`src/rtl/hazard_scoreboard_unit_pkg.sv`:
```
// Shared types and latency helpers for the hazard scoreboard unit.
// Optional perf counters are enabled with HAZARD_PERF_CNT_EN.
package hazard_scoreboard_unit_pkg;

  typedef enum logic {
    RUN      = 1'b0,
    REDIRECT = 1'b1
  } hz_state_e;

  typedef struct packed {
    logic stall_ifid;
    logic flush_ifid;
    logic flush_idex;
    logic pc_write;
    logic ir_write;
    logic issue;
  } hz_ctrl_t;

  localparam int RCNT_W = 3;

  localparam hz_ctrl_t CTRL_RUN = '{
    stall_ifid: 1'b0,
    flush_ifid: 1'b0,
    flush_idex: 1'b0,
    pc_write:   1'b1,
    ir_write:   1'b1,
    issue:      1'b0
  };

  function automatic int alu_lat(
    input int df,
    input int wb
  );
    return (df != 0) ? 0 : wb;
  endfunction

  function automatic int load_lat(
    input int df,
    input int wb
  );
    return (df != 0) ? 1 : wb;
  endfunction

  function automatic int max_lat(
    input int df,
    input int wb
  );
    int a;
    int l;
    a = alu_lat(df, wb);
    l = load_lat(df, wb);
    return (l > a) ? l : a;
  endfunction

  // Never narrower than one bit, even with zero latency.
  function automatic int cnt_w(input int lat);
    int w;
    w = 1;
    while ((1 << w) < (lat + 1)) w++;
    return w;
  endfunction

endpackage

```
`src/rtl/hazard_scoreboard_unit_reg_counter.sv`:
```
// One scoreboard entry: countdown to the cycle its
// register value becomes usable by ID.
module hazard_reg_counter
  import hazard_scoreboard_unit_pkg::*;
#(
  parameter int CNT_W = 2
) (
  input  logic             clk,
  input  logic             reset_n,
  input  logic             load,
  input  logic [CNT_W-1:0] lat,
  output logic             busy
);

  logic [CNT_W-1:0] cnt;
  logic [CNT_W-1:0] dec;

  assign dec  = (cnt != '0) ? cnt - CNT_W'(1) : '0;
  assign busy = (cnt != '0);

  // A new writer may only extend the entry, never shorten it.
  always_ff @(posedge clk or negedge reset_n) begin
    if (!reset_n) begin
      cnt <= '0;
    end else if (load) begin
      cnt <= (dec > lat) ? dec : lat;
    end else begin
      cnt <= dec;
    end
  end

endmodule

```
`src/rtl/hazard_scoreboard_unit.sv`:
```
// Scoreboard-based hazard controller beside ID.
// Optional perf counters: define HAZARD_PERF_CNT_EN.
module hazard_scoreboard_unit
  import hazard_scoreboard_unit_pkg::*;
#(
  parameter int NUM_REGS        = 4,
  parameter int REG_ADDR_W      = 2,
  parameter int DATA_FORWARDING = 0,
  parameter int WB_DIST         = 3,
  parameter int REDIRECT_CYCLES = 1
) (
  input  logic                  clk,
  input  logic                  reset_n,
  input  logic                  id_valid,
  input  logic                  id_use_rs,
  input  logic                  id_use_rt,
  input  logic [REG_ADDR_W-1:0] id_rs,
  input  logic [REG_ADDR_W-1:0] id_rt,
  input  logic                  id_reg_write,
  input  logic [REG_ADDR_W-1:0] id_dest,
  input  logic                  id_is_load,
  input  logic                  jump_miss,
  input  logic                  branch_miss,
  output logic                  stall_IFID,
  output logic                  flush_IFID,
  output logic                  flush_IDEX,
  output logic                  pc_write,
  output logic                  ir_write,
  output logic                  issue
`ifdef HAZARD_PERF_CNT_EN
  ,
  output logic [31:0]           perf_stall_cycles,
  output logic [31:0]           perf_flush_cycles
`endif
);

  localparam int ALU_LAT  =
    alu_lat(DATA_FORWARDING, WB_DIST);
  localparam int LOAD_LAT =
    load_lat(DATA_FORWARDING, WB_DIST);
  localparam int CNT_W    =
    cnt_w(max_lat(DATA_FORWARDING, WB_DIST));
  localparam int SPAN     = 1 << REG_ADDR_W;

  localparam logic [RCNT_W-1:0] RLOAD =
    RCNT_W'(REDIRECT_CYCLES - 1);
  localparam logic MULTI_REDIR =
    (REDIRECT_CYCLES > 1);

  hz_state_e         state;
  logic [RCNT_W-1:0] rcnt;
  hz_ctrl_t          ctrl;

  logic [SPAN-1:0]  busy;
  logic [CNT_W-1:0] lat_sel;
  logic             data_stall;
  logic             take_br;
  logic             take_jm;
  logic             take_ds;

  assign lat_sel = id_is_load ? CNT_W'(LOAD_LAT)
                              : CNT_W'(ALU_LAT);

  for (genvar r = 0; r < SPAN; r++) begin : g_sb
    if (r < NUM_REGS) begin : g_ent
      logic load;
      assign load = ctrl.issue & id_reg_write &
                    (id_dest == REG_ADDR_W'(r));
      hazard_reg_counter #(
        .CNT_W (CNT_W)
      ) u_cnt (
        .clk     (clk),
        .reset_n (reset_n),
        .load    (load),
        .lat     (lat_sel),
        .busy    (busy[r])
      );
    end else begin : g_pad
      assign busy[r] = 1'b0;
    end
  end

  assign data_stall = id_valid &
    ((id_use_rs & busy[id_rs]) |
     (id_use_rt & busy[id_rt]));

  assign take_br = branch_miss;
  assign take_jm = ~branch_miss & jump_miss;
  assign take_ds = ~branch_miss & ~jump_miss &
                   data_stall;

  always_comb begin
    ctrl = CTRL_RUN;
    if (!reset_n) begin
      ctrl = CTRL_RUN;
    end else if (state == REDIRECT) begin
      ctrl.flush_ifid = 1'b1;
      ctrl.flush_idex = 1'b1;
    end else begin
      unique case (1'b1)
        take_br: begin
          ctrl.flush_ifid = 1'b1;
          ctrl.flush_idex = 1'b1;
        end
        take_jm: begin
          ctrl.flush_ifid = 1'b1;
          ctrl.issue      = id_valid;
        end
        take_ds: begin
          ctrl.stall_ifid = 1'b1;
          ctrl.flush_idex = 1'b1;
          ctrl.pc_write   = 1'b0;
          ctrl.ir_write   = 1'b0;
        end
        default: begin
          ctrl.issue = id_valid;
        end
      endcase
    end
  end

  always_ff @(posedge clk or negedge reset_n) begin
    if (!reset_n) begin
      state <= RUN;
      rcnt  <= '0;
    end else begin
      unique case (state)
        RUN: begin
          if ((branch_miss | jump_miss) &
              MULTI_REDIR) begin
            state <= REDIRECT;
            rcnt  <= RLOAD;
          end
        end
        REDIRECT: begin
          if (branch_miss) begin
            rcnt <= RLOAD;
          end else if (rcnt <= RCNT_W'(1)) begin
            state <= RUN;
            rcnt  <= '0;
          end else begin
            rcnt <= rcnt - RCNT_W'(1);
          end
        end
        default: begin
          state <= RUN;
          rcnt  <= '0;
        end
      endcase
    end
  end

  assign stall_IFID = ctrl.stall_ifid;
  assign flush_IFID = ctrl.flush_ifid;
  assign flush_IDEX = ctrl.flush_idex;
  assign pc_write   = ctrl.pc_write;
  assign ir_write   = ctrl.ir_write;
  assign issue      = ctrl.issue;

`ifdef HAZARD_PERF_CNT_EN
  always_ff @(posedge clk or negedge reset_n) begin
    if (!reset_n) begin
      perf_stall_cycles <= '0;
      perf_flush_cycles <= '0;
    end else begin
      if (data_stall & ~ctrl.flush_ifid)
        perf_stall_cycles <= perf_stall_cycles + 32'd1;
      if (ctrl.flush_ifid)
        perf_flush_cycles <= perf_flush_cycles + 32'd1;
    end
  end
`else
`endif

endmodule
```
`config.mk`:
```
export PLATFORM = sky130hd
export DESIGN_NAME = hazard_scoreboard_unit
export DESIGN_NICKNAME = d
export VERILOG_FILES = /design/src/rtl/hazard_scoreboard_unit_pkg.sv /design/src/rtl/hazard_scoreboard_unit_reg_counter.sv /design/src/rtl/hazard_scoreboard_unit.sv
export SDC_FILE = /design/constraint.sdc
export NUM_CORES = 1
export LEC_CHECK = 0
export BUFFER_PORTS_ARGS = -buffer_cell sky130_fd_sc_hd__buf_2
export CAP_MARGIN = 20
export CORE_ASPECT_RATIO = 1.5
export CORE_MARGIN = 5
export CORE_UTILIZATION = 45
export DETAILED_ROUTE_END_ITERATION = 10
export MAX_ROUTING_LAYER = met4
export PLACE_DENSITY = 0.74
export SYNTH_ARGS = -nofsm -noshare
export SYNTH_HDL_FRONTEND = slang
export SYNTH_HIERARCHICAL = 1
export SYNTH_SLANG_ARGS = --single-unit
```
`constraint.sdc`:
```
create_clock -name clk -period 2.2 [get_ports clk]
set_input_delay 0.22 -clock clk [delete_from_list [all_inputs] [get_ports clk]]
set_output_delay 0.22 -clock clk [all_outputs]
set_load 0.03 [all_outputs]
```
Yosys cells after proc, flatten, opt, wreduce, memory -nomap -nowiden
Index checks and enable logic that the tools add are counted.

Logic and storage cells: 74. Output and inout bits: 6. Input port bits: 15. Flip-flop bits (word level): 12.

Add/subtract/negate cells: 5. Mux-type cells: 31. Equal/unequal tests: 3. Bitwise gates (word level): 15. Reduce and logical (&&, ||, !) cells: 7. Order comparisons: 7.

Operators by type and width (number): $mux W2 (14); $mux W3 (4); $and A1 B1 Y1 (11); $mux W1 (9); $gt A2 B2 Y1 const B (4); $reduce_bool A2 Y1 (4); $sub A2 B1 Y2 const B (4); $lt A2 B3 Y1 const B (2); $mux W6 (1); $bmux W1 S2 (2); $eq A2 B2 Y1 const B (2); $reduce_or A2 Y1 (2); $le A3 B1 Y1 const B (1); $not A1 Y1 (3); $sub A3 B1 Y3 const B (1); $eq A2 B1 Y1 const B (1); $logic_not A2 Y1 (1); $pmux W1 S2 (1); $or A1 B1 Y1 (1).

Depth between registers and ports, before layout
Gate-level depths: netlist of run 1.

Word-level depth: 14. Gate-level depth with buffers: 8.

Modules after synthesis
Netlist of run 1, hierarchy kept.

Modules (own cells, without submodules): hazard_reg_counter (cells an instance 17, instances 4, area each 162.7 um^2, sequential area each 50.0 um^2); hazard_scoreboard_unit (cells an instance 52, instances 1, area each 414.1 um^2, sequential area each 100.1 um^2).

Worst setup path after synthesis of run 1
OpenSTA, ideal clock, no wires.

Path type: reg2reg. Start: register g_sb[3].g_ent.u_cnt.cnt[1]. End: register g_sb[2].g_ent.u_cnt.cnt[0]. Setup slack: 336 ps. Buffers on the path: 0. Cell stages (with the launch flop): 9. Required time: 2121 ps. Arrival: 1784 ps. Period minus slack after synthesis: 1864 ps. Cells stage by stage: dfrtp_1 -> or2_2 -> mux2i_1 -> o22ai_1 -> o21a_2 -> nor2_1 -> inv_2 -> o32ai_2 -> mux2i_1.

Longest elaborated chain between the ends: 14. Elaborated cells between the ends (all ways): 17. Those cells by class: mux (8); bitwise (7); reduce/logical (2).

RTL lines: start, declared (line hazard_scoreboard_unit_reg_counter.sv:15) `logic [CNT_W-1:0] cnt;`; start signal, assigned (line hazard_scoreboard_unit_reg_counter.sv:26) `cnt <= (dec > lat) ? dec : lat;`; $reduce_bool A2 Y1 (*) (line hazard_scoreboard_unit_reg_counter.sv:19) `assign busy = (cnt != '0);`; net busy[3] (line hazard_scoreboard_unit.sv:54) `logic [SPAN-1:0] busy;`; $bmux W1 S2, on equally long branches (line hazard_scoreboard_unit.sv:84, hazard_scoreboard_unit.sv:85); $mux W1, on equally long branches (line hazard_scoreboard_unit.sv:84, hazard_scoreboard_unit.sv:85); $and A1 B1 Y1, on equally long branches (line hazard_scoreboard_unit.sv:84, hazard_scoreboard_unit.sv:85); $or A1 B1 Y1 (*) (line hazard_scoreboard_unit.sv:84) `((id_use_rs & busy[id_rs]) |`; $and A1 B1 Y1 (*) (line hazard_scoreboard_unit.sv:83) `assign data_stall = id_valid &`; $and A1 B1 Y1 (*) (line hazard_scoreboard_unit.sv:89) `assign take_ds = ~branch_miss & ~jump_miss &`; $reduce_or A2 Y1 (no line) (*); $mux W1 (*) (line hazard_scoreboard_unit.sv:100) `unique case (1'b1)`; $mux W3 (*) (line hazard_scoreboard_unit.sv:96) `end else if (state == REDIRECT) begin`; $mux W6 (*) (line hazard_scoreboard_unit.sv:94) `if (!reset_n) begin`; $and A1 B1 Y1 (*) (2 in series) (line hazard_scoreboard_unit.sv:67) `assign load = ctrl.issue & id_reg_write &`; net g_sb[2].g_ent.load (line hazard_scoreboard_unit.sv:66) `logic load;`; $mux W2 (*) (line hazard_scoreboard_unit_reg_counter.sv:25) `end else if (load) begin`; end signal, assigned (line hazard_scoreboard_unit_reg_counter.sv:26); end, declared (line hazard_scoreboard_unit_reg_counter.sv:15).

Mark *: on every way through the listed nets, which the timed path passes. The rest lies on a longest branch. The select of a mux whose other input is x is not followed. A chain may end at the register's enable or synchronous reset.

Final worst setup path of run 1
Start: register g_sb[3].g_ent.u_cnt.cnt[1]. End: output stall_IFID.

Longest elaborated chain between the ends: 10. Elaborated cells between the ends (all ways): 13. Those cells by class: mux (7); bitwise (5); reduce/logical (1).

RTL lines: $reduce_bool A2 Y1 (*) (line hazard_scoreboard_unit_reg_counter.sv:19); net busy[3] (line hazard_scoreboard_unit.sv:54); $bmux W1 S2, on equally long branches (line hazard_scoreboard_unit.sv:84, hazard_scoreboard_unit.sv:85); $mux W1, on equally long branches (line hazard_scoreboard_unit.sv:84, hazard_scoreboard_unit.sv:85); $and A1 B1 Y1, on equally long branches (line hazard_scoreboard_unit.sv:84, hazard_scoreboard_unit.sv:85); $or A1 B1 Y1 (*) (line hazard_scoreboard_unit.sv:84); $and A1 B1 Y1 (*) (line hazard_scoreboard_unit.sv:83); $and A1 B1 Y1 (*) (line hazard_scoreboard_unit.sv:89); $mux W1 (*) (line hazard_scoreboard_unit.sv:100); $mux W1 (*) (line hazard_scoreboard_unit.sv:96); $mux W6 (*) (line hazard_scoreboard_unit.sv:94); end, declared (line hazard_scoreboard_unit.sv:24) `output logic stall_IFID,`.

Marks and branches as above.

==> results of run 1 <==
-- power by group through the flow --
stage / sequential [mW] / combinational, mW / clock, mW
global placement: 0.227 / 0.0706 / 0
detailed placement: 0.227 / 0.0734 / 0
CTS: 0.222 / 0.0749 / 0.187
floorplan: 0.227 / 0.0421 / 0
global route: 0.223 / 0.0868 / 0.193
finish: 0.222 / 0.0755 / 0.184
-- registers in the layout, indices dropped and copies added (netlist names) --
signal                flops
state                     1
rcnt                      3
g_sb.g_ent.u_cnt/cnt      8
-- cell usage in the layout, fill, tap and decap left out, types with 2 or more instances in the layout --
| cell type | netlist | layout |
|---|---|---|
| o21ai_0 | 3 | 3 |
| inv_1 | 15 | 15 |
| clkbuf_4 | 0 | 3 |
| nand3b_1 | 2 | 2 |
| o32ai_2 | 4 | 4 |
| buf_2 | 0 | 19 |
| ha_1 | 14 | 14 |
| or2_2 | 4 | 4 |
| mux2i_1 | 13 | 13 |
| nand2b_1 | 6 | 6 |
| nor2_1 | 10 | 9 |
| nand4b_1 | 2 | 2 |
| inv_2 | 4 | 4 |
| conb_1 | 1 | 12 |
| o22ai_1 | 3 | 3 |
| dfrtp_1 | 12 | 12 |
| nand2_1 | 13 | 13 |
-- routing by layer --
layer	GRT usage (%)	routed length [µm]
met1	15.1	836
met2	21.5	1010
met3	1.94	98
met4	7.00	53
met5	-	0
-- area by class of cell --
cell class | count | area [µm²]
fill | 205 | 985
multi-input combinational | 98 | 726
sequential | 12 | 300
timing repair buffer | 21 | 113
inverter | 19 | 71.3
clock buffer | 4 | 36.3
tap | 23 | 28.8
-- worst max-delay path: stages, from the launching register on --
cell	delay, ps
dfrtp_1	390
or2_2	310
mux2i_1	160
o22ai_1	110
o21a_2	290
and3b_1	190
buf_2	170
-- cell families after synthesis --
family,after synthesis,share of synthesized area (%)
AO/OA/AOI/OAI,15,13.2
multiplexers,13,12.2
buffers and inverters,21,7.75
flip-flops,12,28.2
AND/OR/NAND/NOR,44,21.9
adder cells (fa/ha/maj),14,16.5
other,1,0.352
-- timing repair --
item                                    4_1_cts  5_1_grt
endpoints found under the hold margin        12        0
buffers inserted                              0        0
endpoints found under the setup margin        0        1
hold buffers                                  1        0
resized for setup                             0        1
-- stage by stage --
| stage | cell area [µm²] | hold slack [ps] | TNS [ps] | power (mW) | cells |
|---|---|---|---|---|---|
| after floorplan | 1110 | -75.6 | 0 | 0.269 | 131 |
| after global placement | 1230 | 185 | 0 | 0.297 | 172 |
| after detailed placement | 1230 | 183 | 0 | 0.300 | 172 |
| after CTS | 1270 | 259 | 0 | 0.484 | 177 |
| after global routing | 1270 | 277 | -1.84 | 0.502 | 177 |
| final | 1270 | 257 | 0 | 0.482 | 177 |
-- worst max path at each step --
stage,slack (ps),start,to
after global placement,160,g_sb[1].g_ent.u_cnt/cnt[1],g_sb[3].g_ent.u_cnt/cnt[0]
after floorplan,340,g_sb[3].g_ent.u_cnt/cnt[1],g_sb[2].g_ent.u_cnt/cnt[0]
final,70,g_sb[3].g_ent.u_cnt/cnt[1],stall_IFID
after detailed placement,130,g_sb[1].g_ent.u_cnt/cnt[1],g_sb[1].g_ent.u_cnt/cnt[0]
after global routing,-2,g_sb[3].g_ent.u_cnt/cnt[1],g_sb[3].g_ent.u_cnt/cnt[0]
after CTS,70,g_sb[1].g_ent.u_cnt/cnt[1],stall_IFID
==> impl_results.md, run 1 <==
* Layout cell share with drive strength beyond 1 at about a quarter
* Antenna Violating Nets Remaining at 0
* Final Hold Viols at 0
* Comb power frac at between 15 and 20%
* Hold endpoint: state
* Max-cap violations at 0
* Synth cell count leaders: inv_1 (15), ha_1 (14), mux2i_1 (13), nand2_1 (13), dfrtp_1 (12)
* Width of the die at around 50 µm
* Crit Path Category: reg -> out
* Crit Path Max Fanout at 7
* WHS Path Cells at 2
* Fin. max-slew vios at 0
* Clock share of power at a little under two fifths
* Sequential fraction of the synthesis area at 28.2%
* Routed len/inst at 11.3 µm
* Final period util at a little over nine tenths
* CTS root buffer: clkbuf_4
* EDFF count, synth at 0
* N_diodes at 0
* Via/cell ratio at between 5 and 6
* Finished Core Util at a little under three fifths
* Final setup viols at 0
* Port bufs at 19
* Hold Startpoint: branch_miss
* Yosys cell types at 29
* Grt ovf at 0
* Initial core utilization at a little under half
* Violation count after the first detailed-routing iteration at 22
* # DRC at 0
* Ports at 21
* RR Startpoint: g_sb[3].g_ent.u_cnt/cnt[1]
* RD Place Congestion at about 0.75
* Power density over the cells at 378 mW/mm²
* Post-detail-place hpwl at between 1500 and 2000 µm
* CP arrival at 1910 ps
* Clock-pin slew on the worst setup and hold paths at ~80 ps
* RR Endpoint: g_sb[0].g_ent.u_cnt/cnt[0]
* Initial antenna violation count at 0
* Final worst-path setup slack at roughly 74 ps
* Top cells by area, synth: dfrtp_1 (28%), ha_1 (16%), mux2i_1 (12%)
* Max clock buf depth at 2
* Worst Setup End Kind: output port
* Vias in the first global route at around 850
* YS warnings at 6
* Outcome: complete, no violations
* Clock latency on the worst-skew pair at roughly 290 ps
* CTS Buf Count at 3
* Die Height at between 60 and 70 µm
* Final wirelength at approximately 2000 µm
* Fmax achieved at ~0.47 GHz
* Reg power frac at 46.2%
* Global-route wire length before repair at between 3000 and 4000 µm
* P_leak at around 0.76 nW
* Avg Inst Size Synth at 8.87 µm²
* FP Rows at 21
* Die area at approximately 0.0035 mm²
* Async set-reset flop share out of synthesis at 100%
* Worst path required time at around 2000 ps
* Largest area contributor in the netlist: dfrtp_1
* Core area at around 0.0023 mm²
* Tot GR Track Use at a little over an eighth
* Count leader, synth: inv_1
* DR pass1 iterations at 4
* Synth Cell Area at about 0.0011 mm²
* Unrepaired setup endpoints after global routing: true
* Largest net degree at the start of global routing at 18
* Area growth, synth to finish at 19.7%
* Post-synth top flop: dfrtp_1
* Hold WC Path Type: in -> reg
* Internal power at between 0.3 and 0.4 mW
* Layout Nets at roughly 180
* Pre-CTS setup slack at about 130 ps
* Startpoint types: flop
* Synth Register Bits at 12
* Detailed-route via count at about 900
* Reg2Reg Setup Slack at between 100 and 150 ps
* Switching part of the total at a little over a quarter
* TritonCTS clock tree: built
* Worst-case reg-to-reg path depth at 8
* Crit path time final at about 2100 ps
* Clock skew at 9.91 ps
* Clk sinks at 12
* Cell count after synthesis at 120
* Max VDD drop at 0.358 mV
* Net Sw Power at around 0.13 mW
* Post-synth top area share at between 20 and 30%
* # H-tree levels at 1
(Power assumes the default switching activity.)
==> run 2: changes to the inputs <==
--- a/config.mk
+++ b/config.mk
@@ -13,2 +13,3 @@
 export DETAILED_ROUTE_END_ITERATION = 10
+export GPL_ROUTABILITY_DRIVEN = 0
 export MAX_ROUTING_LAYER = met4
==> constraint.sdc (replaced) <==
create_clock -name clk -period 2.2 [get_ports clk]
set_input_delay 0.44 -clock clk [delete_from_list [all_inputs] [get_ports clk]]
set_output_delay 0.44 -clock clk [all_outputs]
set_load 0.03 [all_outputs]
==> impl_results.md, run 2 (same netlist as run 1, synthesis figures left out) <==
* Final Hold Viols at 0
* Layout Nets at 190
* Width of the die at a little under 50 µm
* Global-route wire length before repair at between 3000 and 4000 µm
* Post-route cell area at 0.00136 mm²
* Outcome: complete, no violations
* Levels on crit path at 6
* FP Rows at 21
* Routed len/inst at ~12 µm
* CTS root buffer: clkbuf_4
* CP delay by family, top: simple AND/OR/NAND/NOR gates
* Post-detail-place hpwl at 1780 µm
* Fin Hold WS at roughly 98 ps
* Max clock buf depth at 2
* Final period util at between 90% and 100%
* Hold WC Path Type: in -> async
* Worst Setup End Kind: output port
* Via/cell ratio at approximately 5.2
* Crit path time final at approximately 2200 ps
* Vias in the first global route at 978
* Initial core utilization at approximately 47%
* Clock latency on the worst-skew pair at approximately 280 ps
* Initial antenna violation count at 0
* Worst path slowest cell: dfrtp_1
* Critical path, cell by cell: or2_4 -> mux2i_1 -> o22ai_1 -> o21a_2 -> and3b_1 -> buf_6
* Startpoint types: flop
* Critical path's largest stage delay at between 300 and 400 ps
* Antenna Violating Nets Remaining at 0
* Unrepaired setup endpoints after global routing: true
* N_diodes at 0
* Fmax achieved at ~0.46 GHz
* Clk sinks at 12
* # DRC at 0
* Layout cell share with drive strength beyond 1 at between 30% and 40%
* DP Cell Count at 172
* Violation count after the first detailed-routing iteration at 8
* Worst-case reg-to-reg path depth at 9
* Clock-pin slew on the worst setup and hold paths at approximately 80 ps
* TritonCTS clock tree: built
* Core area at 0.00226 mm²
* Detailed-route via count at roughly 950
* # H-tree levels at 1
* Max VDD drop at ~0.26 mV
* Largest regs: g_sb.g_ent.u_cnt/cnt: 8 flops, rcnt: 3 flops, state: 1 flops
* Layout fillers at just over 200
* CP arrival at between 1500 and 2000 ps
* Crit Path Max Fanout at 4
* Most common cell after layout, fill and taps aside: inv_1
* Grt ovf at 0
* Port bufs at 19
* Final setup viols at 0
* Largest net degree at the start of global routing at 18
* Setup TNS at 0 ps
* Most frequent cells in the layout: inv_1 (15), ha_1 (14), buf_2 (14), nand2_1 (13), mux2i_1 (13)
* Crit Path Category: reg -> out
* Non-filler cells, final at about 180
* CTS Hold Bufs at 0
* Die Height at around 70 µm
* Crit path buf inv count at 1
* DR pass1 iterations at 4
* Placed Area at 0.00123 mm²
* Sequential cell area at ~300 µm²
* Max FFs per register at 8
* Final wirelength at approximately 2300 µm
* Max-cap violations at 0
* Fin. max-slew vios at 0
* Power density over the cells at 353 mW/mm²
* Area growth, synth to finish at 28.0%
* Largest register by flop count: g_sb.g_ent.u_cnt/cnt
* Clock skew at roughly 4.6 ps
* P_leak at between 0.7 and 0.8 nW
* CTS Buf Count at 3
* Multi-input gate area at about 750 µm²
* Worst path required time at ~1800 ps
* Die area at ~0.0035 mm²
* Tot GR Track Use at 14.0%
* Ports at 21
-- run 2: changes by cell type in the layout (fill, tap and decap cells not counted), sizes merged --
| cell | delta |
|---|---|
| buf | +7 |
| dlygate4sd3 | -1 |
-- run 2: what timing repair did --
action	4_1_cts	5_1_grt
cloned	0	0
resized for setup	8	9
endpoints found under the hold margin	0	0
endpoints found under the setup margin	4	9
setup buffers	7	0
pin swaps	3	2
-- run 2: final timing paths --
check / start / to / slack (ps)
max: g_sb[0].g_ent.u_cnt/cnt[1] / stall_IFID / 20
min: reset_n / rcnt[2] / 100
max reg2reg: g_sb[0].g_ent.u_cnt/cnt[1] / g_sb[0].g_ent.u_cnt/cnt[0] / 90
min reg2reg: rcnt[2] / rcnt[2] / 510
max in group asynchronous: reset_n / g_sb[2].g_ent.u_cnt/cnt[1] / 1930
min in group clk: branch_miss / state / 480
-- run 2: metrics by stage --
step	worst slack (ps)	utilization, %	total power [mW]
2_1_floorplan	120	-	0.269
5_1_grt	-66.1	60.3	0.508
6_report	19.6	60.3	0.481
4_1_cts	1.98	59.1	0.477
3_5_place_dp	110	54.3	0.301
3_3_place_gp	156	54.3	0.297
-- run 2: layout make-up --
class,count,area share [%]
multi-input combinational,98,55.4
sequential,12,22.0
timing repair buffer,27,12.6
inverter,19,5.23
clock buffer,4,2.66
tap,23,2.11
-- run 2: power by group --
part	switching, mW	internal, mW	leakage [nW]
Combinational	0.0460	0.0350	0.610
Clock	0.0770	0.101	0.0210
Sequential	0.000797	0.222	0.157
Total	0.124	0.357	0.788
-- run 2: per-layer routing --
layer / wire length, µm / GRT usage (%)
met1: 877 / 13.5
met4: 23 / 7.00
met3: 86 / 2.15
met2: 1280 / 25.6
met5: 0 / -
